### src/rtl/cpx_accum_dump_if.sv
// Stream bundle for the integrate-and-dump stage: the complex product stream
// coming in from the multiplier and the widened block sum going out.
interface cpx_accum_dump_if #(
  parameter int I_IN_BITS   = 24,
  parameter int Q_IN_BITS   = 24,
  parameter int LOG2_LENGTH = 4
);
  localparam int I_ACC_BITS = I_IN_BITS + LOG2_LENGTH;
  localparam int Q_ACC_BITS = Q_IN_BITS + LOG2_LENGTH;

  logic signed [I_IN_BITS-1:0]  i_in;
  logic signed [Q_IN_BITS-1:0]  q_in;
  logic                         valid_in;
  logic signed [I_ACC_BITS-1:0] i_out;
  logic signed [Q_ACC_BITS-1:0] q_out;
  logic                         valid_out;
  logic                         out_ready;

  // Driven by the producer of samples / consumer of sums.
  modport master (
    output i_in, q_in, valid_in, out_ready,
    input  i_out, q_out, valid_out
  );

  // Driven by the accumulator itself.
  modport slave (
    input  i_in, q_in, valid_in, out_ready,
    output i_out, q_out, valid_out
  );
endinterface

### src/rtl/cpx_accum_dump.sv
// Coherent integrate-and-dump of the complex product stream. Sums
// 2**LOG2_LENGTH accepted samples and presents one widened sum per block.
// The widening by LOG2_LENGTH bits makes overflow impossible, so there is no
// saturation logic.
module cpx_accum_dump #(
  parameter int I_IN_BITS   = 24,
  parameter int Q_IN_BITS   = 24,
  parameter int LOG2_LENGTH = 4
) (
  input  logic                   clk,
  input  logic                   rst_n,
  input  logic                   clear,
  cpx_accum_dump_if.slave        bus,
  output logic                   overrun,
  output logic [LOG2_LENGTH-1:0] count
);
  localparam int I_ACC_BITS = I_IN_BITS + LOG2_LENGTH;
  localparam int Q_ACC_BITS = Q_IN_BITS + LOG2_LENGTH;

  // The last sample of a block is the one that arrives while count is all ones.
  localparam logic [LOG2_LENGTH-1:0] CNT_LAST = '1;
  localparam logic [LOG2_LENGTH-1:0] CNT_ONE  = LOG2_LENGTH'(1);

  logic signed [I_ACC_BITS-1:0]  acc_i_q, acc_i_d;
  logic signed [Q_ACC_BITS-1:0]  acc_q_q, acc_q_d;
  logic [LOG2_LENGTH-1:0]        count_q, count_d;
  logic signed [I_ACC_BITS-1:0]  i_out_q, i_out_d;
  logic signed [Q_ACC_BITS-1:0]  q_out_q, q_out_d;
  logic                          valid_out_q, valid_out_d;
  logic                          overrun_q, overrun_d;

  logic signed [I_ACC_BITS-1:0]  i_ext;
  logic signed [Q_ACC_BITS-1:0]  q_ext;
  logic                          is_last;
  logic                          consumed;

  // Sign-extend the products to the accumulator width.
  assign i_ext = {{LOG2_LENGTH{bus.i_in[I_IN_BITS-1]}}, bus.i_in};
  assign q_ext = {{LOG2_LENGTH{bus.q_in[Q_IN_BITS-1]}}, bus.q_in};

  assign is_last  = (count_q == CNT_LAST);
  assign consumed = valid_out_q && bus.out_ready;

  // Next-state: clear beats everything; otherwise handshake then accumulate/dump.
  always_comb begin
    acc_i_d     = acc_i_q;
    acc_q_d     = acc_q_q;
    count_d     = count_q;
    i_out_d     = i_out_q;
    q_out_d     = q_out_q;
    valid_out_d = valid_out_q;
    overrun_d   = overrun_q;

    if (clear) begin
      // Output registers keep their last sum; the incoming sample is dropped.
      acc_i_d     = '0;
      acc_q_d     = '0;
      count_d     = '0;
      valid_out_d = 1'b0;
      overrun_d   = 1'b0;
    end else begin
      if (consumed) begin
        valid_out_d = 1'b0;
      end

      if (bus.valid_in) begin
        if (is_last) begin
          // Dump: the sum includes this cycle's sample, so bypass the accumulator.
          i_out_d     = acc_i_q + i_ext;
          q_out_d     = acc_q_q + q_ext;
          acc_i_d     = '0;
          acc_q_d     = '0;
          count_d     = '0;
          valid_out_d = 1'b1;
          // An unconsumed sum being replaced is the only way to lose data.
          if (valid_out_q && !bus.out_ready) begin
            overrun_d = 1'b1;
          end
        end else begin
          acc_i_d = acc_i_q + i_ext;
          acc_q_d = acc_q_q + q_ext;
          count_d = count_q + CNT_ONE;
        end
      end
    end
  end

  // State registers; reset drops any partial block immediately.
  always_ff @(posedge clk or negedge rst_n) begin
    if (!rst_n) begin
      acc_i_q     <= '0;
      acc_q_q     <= '0;
      count_q     <= '0;
      i_out_q     <= '0;
      q_out_q     <= '0;
      valid_out_q <= 1'b0;
      overrun_q   <= 1'b0;
    end else begin
      acc_i_q     <= acc_i_d;
      acc_q_q     <= acc_q_d;
      count_q     <= count_d;
      i_out_q     <= i_out_d;
      q_out_q     <= q_out_d;
      valid_out_q <= valid_out_d;
      overrun_q   <= overrun_d;
    end
  end

  assign bus.i_out     = i_out_q;
  assign bus.q_out     = q_out_q;
  assign bus.valid_out = valid_out_q;
  assign overrun       = overrun_q;
  assign count         = count_q;
endmodule

### src/flat_wrapper.sv
// flat-port wrapper written by rule: the top's interface ports become plain ports
module cpx_accum_dump_flat 
#(
  parameter int I_IN_BITS   = 24,
  parameter int Q_IN_BITS   = 24,
  parameter int LOG2_LENGTH = 4
)
  (clk, rst_n, clear, overrun, count, bus_i_in, bus_q_in, bus_valid_in, bus_out_ready, bus_i_out, bus_q_out, bus_valid_out);
  cpx_accum_dump_if #(.I_IN_BITS(I_IN_BITS), .Q_IN_BITS(Q_IN_BITS), .LOG2_LENGTH(LOG2_LENGTH)) bus_i ();
  input  logic clk;
  input  logic rst_n;
  input  logic clear;
  output logic overrun;
  output logic [LOG2_LENGTH-1:0] count;
  input wire logic [$bits(bus_i.i_in)-1:0] bus_i_in;
  input wire logic [$bits(bus_i.q_in)-1:0] bus_q_in;
  input wire logic [$bits(bus_i.valid_in)-1:0] bus_valid_in;
  input wire logic [$bits(bus_i.out_ready)-1:0] bus_out_ready;
  output wire logic [$bits(bus_i.i_out)-1:0] bus_i_out;
  output wire logic [$bits(bus_i.q_out)-1:0] bus_q_out;
  output wire logic [$bits(bus_i.valid_out)-1:0] bus_valid_out;
  assign bus_i.i_in = bus_i_in;
  assign bus_i.q_in = bus_q_in;
  assign bus_i.valid_in = bus_valid_in;
  assign bus_i.out_ready = bus_out_ready;
  assign bus_i_out = bus_i.i_out;
  assign bus_q_out = bus_i.q_out;
  assign bus_valid_out = bus_i.valid_out;
  cpx_accum_dump #(.I_IN_BITS(I_IN_BITS), .Q_IN_BITS(Q_IN_BITS), .LOG2_LENGTH(LOG2_LENGTH)) u_core (.clk(clk), .rst_n(rst_n), .clear(clear), .bus(bus_i), .overrun(overrun), .count(count));
endmodule
### config.mk
export PLATFORM = sky130hd
export DESIGN_NAME = cpx_accum_dump_flat
export DESIGN_NICKNAME = d
export VERILOG_FILES = /design/src/rtl/cpx_accum_dump_if.sv /design/src/rtl/cpx_accum_dump.sv /design/src/flat_wrapper.sv
export SDC_FILE = /design/constraint.sdc
export NUM_CORES = 1
export LEC_CHECK = 0
export ABC_AREA = 1
export CELL_PAD_IN_SITES_DETAIL_PLACEMENT = 1
export CELL_PAD_IN_SITES_GLOBAL_PLACEMENT = 2
export CORE_ASPECT_RATIO = 1.25
export CORE_MARGIN = 2
export CORE_UTILIZATION = 38
export DETAILED_ROUTE_END_ITERATION = 7
export DONT_BUFFER_PORTS = 1
export PLACE_DENSITY = 0.95
export SYNTH_ARGS = -nofsm -noshare
export SYNTH_HDL_FRONTEND = slang
export SYNTH_SLANG_ARGS = --single-unit
### constraint.sdc
create_clock -name clk -period 3.93 [get_ports clk]
set_clock_uncertainty 0.2 [all_clocks]
set_input_delay 0.5895 -clock clk [delete_from_list [all_inputs] [get_ports clk]]
set_output_delay 0.5895 -clock clk [all_outputs]
set_load 0.05 [all_outputs]
### Word level (Yosys, flattened, before mapping)

Cells that the tools add are included.

* $add $sub $neg: 3
* equal/unequal tests: 1
* multiplexer cells: 17
* bitwise gates (word level): 1
* reduce and logical (&&, ||, !) cells: 8

Operators by type and width (number)
* 28-bit two-way mux: 6
* 28-bit by 24-bit adder with 28-bit output: 2
* 4-bit two-way mux: 3
* 1-bit two-way mux: 8
* 3-bit AND reduction: 2
* 2-bit nonzero test: 3
* 4-bit by 1-bit adder with 4-bit output, second input constant: 1
* 4-bit equality test, second input constant: 1
* 1-bit logical AND: 2
* 1-bit logical NOT: 1
* 1-bit inverter: 1

* bits in registers: 118
* output and inout bits: 62

### Longest topological paths before layout

* depth after elaboration: 6
* mapped depth: 14
* gate-level depth less buffers: 14

### Worst setup path after synthesis

Ideal clock, no wire load.

* path type: input -> register
* start point: input port bus_i_in[0]
* end point: register u_core.acc_i_q[12]
* library setup time: 66 ps
* arrival time: 2060 ps
* required time: 3664 ps
* setup slack: 1604 ps
* stages: 13
* buffers on the path: 0
* cells stage by stage: ha_1 > inv_1 > fa_1 > inv_1 > nand3_1 > nand3_1 > nand2_1 > nand2_1 > nand2_1 > nand2_1 > xor2_1 > nand2_1 > nand2_1

* longest elaborated chain between the ends: 4

Ends and longest elaborated chain
* start: declaration: line flat_wrapper.sv:15 `input wire logic [$bits(bus_i.i_in)-1:0] bus_i_in;`
* 28-bit by 24-bit adder with 28-bit output: line cpx_accum_dump.sv:80 `acc_i_d = acc_i_q + i_ext;`
* 28-bit two-way mux: line cpx_accum_dump.sv:67 `if (is_last) begin`
* 28-bit two-way mux: line cpx_accum_dump.sv:66 `if (bus.valid_in) begin`
* 28-bit two-way mux: line cpx_accum_dump.sv:54 `if (clear) begin`
* end signal: assignment: line cpx_accum_dump.sv:99 `acc_i_q <= acc_i_d;`
* end: declaration: line cpx_accum_dump.sv:24 `logic signed [I_ACC_BITS-1:0] acc_i_q, acc_i_d;`

Every way passes these cells. The select of a mux whose other input is x is not followed.
A chain may end at the register's enable or synchronous reset.

### Worst setup path after layout

* start point: register u_core.count_q[0], in the netlist u_core.count[0]
* end point: register u_core.acc_q_q[26]

* longest elaborated chain between the ends: 4

Ends and longest elaborated chain
* start: declaration: line cpx_accum_dump.sv:26 `logic [LOG2_LENGTH-1:0] count_q, count_d;`
* start signal: assignment: line cpx_accum_dump.sv:101 `count_q <= count_d;`
* 4-bit equality test: line cpx_accum_dump.sv:41 `assign is_last = (count_q == CNT_LAST);`
* 28-bit two-way mux: line cpx_accum_dump.sv:67
* 28-bit two-way mux: line cpx_accum_dump.sv:66
* 28-bit two-way mux: line cpx_accum_dump.sv:54
* end signal: assignment: line cpx_accum_dump.sv:100 `acc_q_q <= acc_q_d;`
* end: declaration: line cpx_accum_dump.sv:25 `logic signed [Q_ACC_BITS-1:0] acc_q_q, acc_q_d;`

Every way passes these cells. The select of a mux whose other input is x is not followed.

==> results.md <==
Setup path:
- The slowest stage of the critical path belongs to the cell sky130_fd_sc_hd__dfrtp_1.
- STA classifies the critical path startpoint as a flip-flop.
- The biggest fanout along the worst timing path is 30.
- The kind of critical path is reg -> reg.
- Counting both buffers and inverters, the worst setup path holds a total of 4.
- The cell class contributing the biggest share of worst-path delay is buffers and inverters.
- The worst register-to-register path ends at u_core.acc_q_q[26].
- The origin of the worst setup path is u_core.count[0].
- The largest single stage delay on the critical path is 570 ps.
- The worst register-to-register path has a depth of 11.
- The signal on the critical path passes through ha_1 -> nand2_1 -> nor2_1 -> inv_2 -> nand2_1 -> inv_1 -> nand2_1 -> inv_2 -> buf_4 -> nand3_1 -> nand2_1.
- The required arrival time at the worst endpoint is 4100 ps.
- For flop-to-flop paths, the worst setup slack is 1060 ps.
- In this run the number of cells on the critical path is 11.
- The library cell appearing most often on the critical path is sky130_fd_sc_hd__nand2_1.
- Following the worst setup path forward leads to its endpoint at u_core.acc_q_q[26].
- The signal arrival time at the worst endpoint is 3040 ps.
- The launching point of the worst reg2reg path is u_core.count[0].
- The worst setup path is captured at a flip-flop.

Routing:
- The uppermost signal routing layer after detailed routing is met4.
- The count of nets left with antenna violations after detail routing is 0.
- The total routed wire length on the met1 layer is 10900 um.
- For this block, the initial DRC count from the detailed router was 256.
- The wire length per cell after detailed routing is 17.2 um.
- The DRC violation count after routing is 0.
- The met2 wire length is 14400 um.
- Summed over all nets, wire length on met3 after detailed routing comes to 888 um.
- The number of optimization iterations in the first detailed-route pass is 4.
- Dividing the detail-routed via count by the number of cells gives 5.04.
- The total number of vias is 8026.
- The wire length after detailed routing is 27400 um.

Worst hold path:
- The tightest min-delay check is of the in -> reg type.

Power:
- VDD sags by at most 0.324 mV.
- The leakage power is 5.54 nW.
- Net switching is 38.3% of the power.
- Power spread over the standard cell area amounts to 475 nW/um^2.
- For this design the total switching power over the nets is 1.71 mW.
- Of the total power, registers draw 34.1%.
- The internal power summed over all cells is 2.74 mW.
- The proportion of power drawn by the clock network is 38.1%.
- Combinational logic burns 27.8% of the power.

Placed design:
- Once placement finished, the instance area stood at 8710 sq um.
- The estimated wirelength of the detail-placed design is 20700 um.
- Prior to clock tree synthesis, the placed netlist has a worst setup slack of 1040 ps.
- The placer's final routability congestion estimate is 0.902.
- During placement, the flow inserted port buffers numbering 0.

Timing:
- The final number of hold-violating endpoints is 0.
- The setup violation total in the final timing report is 0.
- The number of max-slew violations in the final report is 0.
- The total negative slack for setup checks is 0 ps.
- Setup repair after global routing left no endpoint under its margin.
- For this run, the top clock speed supported by timing is 348 MHz.
- Across all setup checks in the final design, the least slack found is 1060 ps.
- In this run the tightest slew margin relative to its limit is 53.2%.
- Dividing the final minimum period by the clock period gives 73.1%.
- The final critical delay including setup and external delays is 2870 ps.
- For the pin with the worst max-slew slack, the measured transition is 700 ps.

Die:
- The number of core rows is 60.
- The horizontal extent of the die is 137 um.
- The count of pins on the block boundary is 115.
- The starting utilization of the core area is 38.9%.
- From bottom edge to top edge, the die measures 170 um.
- The die covers 23300 sq um.
- The core region is 21600 sq um.

Clock network:
- After clock tree synthesis, the flow added hold-fix buffers numbering 2.
- The clock latency on the worst-skew pair is 440 ps.
- The count of instances resized after the clock tree is built is 0.
- The clock slew at the register clock pins of the worst setup and hold paths is 60 ps.
- TritonCTS built the clock tree.
- The H-tree was split into 4 levels.
- The clock passes through at most 2 buffers.
- The clock net in this run drives a total of 118 sinks.
- Clock tree synthesis selected as its root buffer the cell sky130_fd_sc_hd__clkbuf_16.
- The number of clock buffers added by TritonCTS is 17.
- The post-CTS repair timing setup buffer count is 0.

Logic synthesis:
- By area the synthesized netlist is led by sky130_fd_sc_hd__dfrtp_1 (35%), sky130_fd_sc_hd__nand2_1 (26%), sky130_fd_sc_hd__inv_1 (8.7%), sky130_fd_sc_hd__ha_1 (8.2%), sky130_fd_sc_hd__nand3_1 (6.6%).
- The synthesized area per cell is 6.48 sq um.
- After synthesis the cells add up to 8400 sq um.
- Synthesis inferred 118 register bits.
- The area share of the largest cell type after synthesis is 35.1%.
- After synthesis, flip-flops and latches occupy 35.1% of the total area.
- In the synthesized netlist, the number of instances is 1296.
- The biggest area contributor in the post-synthesis netlist is sky130_fd_sc_hd__dfrtp_1.
- The distinct cell type count of the synthesized netlist is 25.
- The Yosys step of the flow raised 0 warnings.
- The number of nets handed over by synthesis was 1406.

Final layout:
- The final core utilization is 43.3%.
- The final non-filler cell area is 9370 sq um.
- At the end of the flow, the number of nets in the layout was 1410.
- In the layout the commonest cells are sky130_fd_sc_hd__nand2_1 (588), sky130_fd_sc_hd__inv_1 (195), sky130_fd_sc_hd__dfrtp_1 (118), sky130_fd_sc_hd__nand3_1 (110), sky130_fd_sc_hd__nor2_1 (72).
- Of the cells placed in the final design, the portion with a size suffix greater than 1 is 3.50%.
- The library cell used most frequently in the layout, excluding fill and tap cells, is sky130_fd_sc_hd__nand2_1.
- The post-synthesis to final-layout area growth is 11.4%.

GRT:
- The global router's overall resource usage is 24.6%.
- The number of global-route vias before repair is 8676.
- The first global-routing pass estimated 44100 um of wire.
- Entering global routing, the biggest net connects 119 pins.
- For this run the aggregate overflow at the end of global routing stands at 0.
- The number of antenna violations at the first check in global routing is 0.

Outcome:
- The flow ran to the end, and the final reports show no timing, DRC or antenna violations.

Run:
- Across the run, the number of max-cap violations was 0.
[sequential cells by signal, indices dropped and copies added (netlist names)]
register and flops:
u_core.overrun 1, u_core.bus.valid_out 1, u_core.bus.i_out 28, u_core.bus.q_out 28, u_core.count 4, u_core.acc_q_q 28, u_core.acc_i_q 28
[final cells by class]
cell class / instances / area [sq um]
diodes: 1 / 2.50
clock buffers: 17 / 425
clock inverters: 15 / 195
fillers: 2843 / 12300
inverters: 198 / 743
multi-input cells: 958 / 4620
flip-flops and latches: 118 / 2950
well taps: 279 / 349
repair buffers: 7 / 75.1
[kinds of logic after synthesis]
family	count (synthesis)	synth area share, %
buffers and inverters	220	9.94
AOI/OAI and AO/OA	75	5.08
xor gates and xnor gates	23	2.40
and+or+nand+nor	803	38.8
DFF	118	35.1
adders and majority gates	57	8.66
[stage by stage]
step	hold slack [ps]	cells	total power [mW]
2_1_floorplan	93.9	1296	2.41
3_3_place_gp	99.7	1558	2.70
3_5_place_dp	97.7	1558	2.73
4_1_cts	55.7	1592	4.49
5_1_grt	96.9	1592	4.72
6_report	70.8	1593	4.45
[routing by layer]
layer | GRT usage, % | vias up
met2 | 45.9 | 148
li1 | - | 4021
met5 | 0 | -
met4 | 12.7 | 0
met1 | 25.9 | 3787
met3 | 4.38 | 70
[how the worst min path moves through the flow]
stage	start	depth (start not counted)	endpoint	slack, ps
finish	clear	1	u_core.bus.valid_out	70
global route	clear	1	u_core.bus.valid_out	100
CTS	clear	1	u_core.bus.valid_out	60
detailed placement	rst_n	0	u_core.acc_q_q[4]	100
global placement	rst_n	0	u_core.bus.q_out[4]	100
floorplan	rst_n	0	u_core.acc_i_q[0]	90
[Yosys cell counts (all sizes together)]
master / count
fa: 2
ha: 55
or2: 3
dfrtp: 118
o22ai: 3
xor2: 15
nand4: 12
o21ai: 26
nand3: 110
and2: 2
a22o: 8
o21bai: 4
nor2: 73
nand2: 588
buf: 9
nand3b: 14
a21o: 2
nor3: 1
xnor2: 8
clkbuf: 13
o211ai: 1
a21oi: 31
inv: 198
[power groups by stage]
stage	registers, mW	clock network [mW]	logic, mW
detailed placement	1.54	0	1.19
global route	1.53	1.77	1.41
floorplan	1.51	0	0.897
CTS	1.52	1.73	1.25
finish	1.52	1.69	1.24
global placement	1.53	0	1.16
No activity file was read; power rests on OpenSTA's default activity.
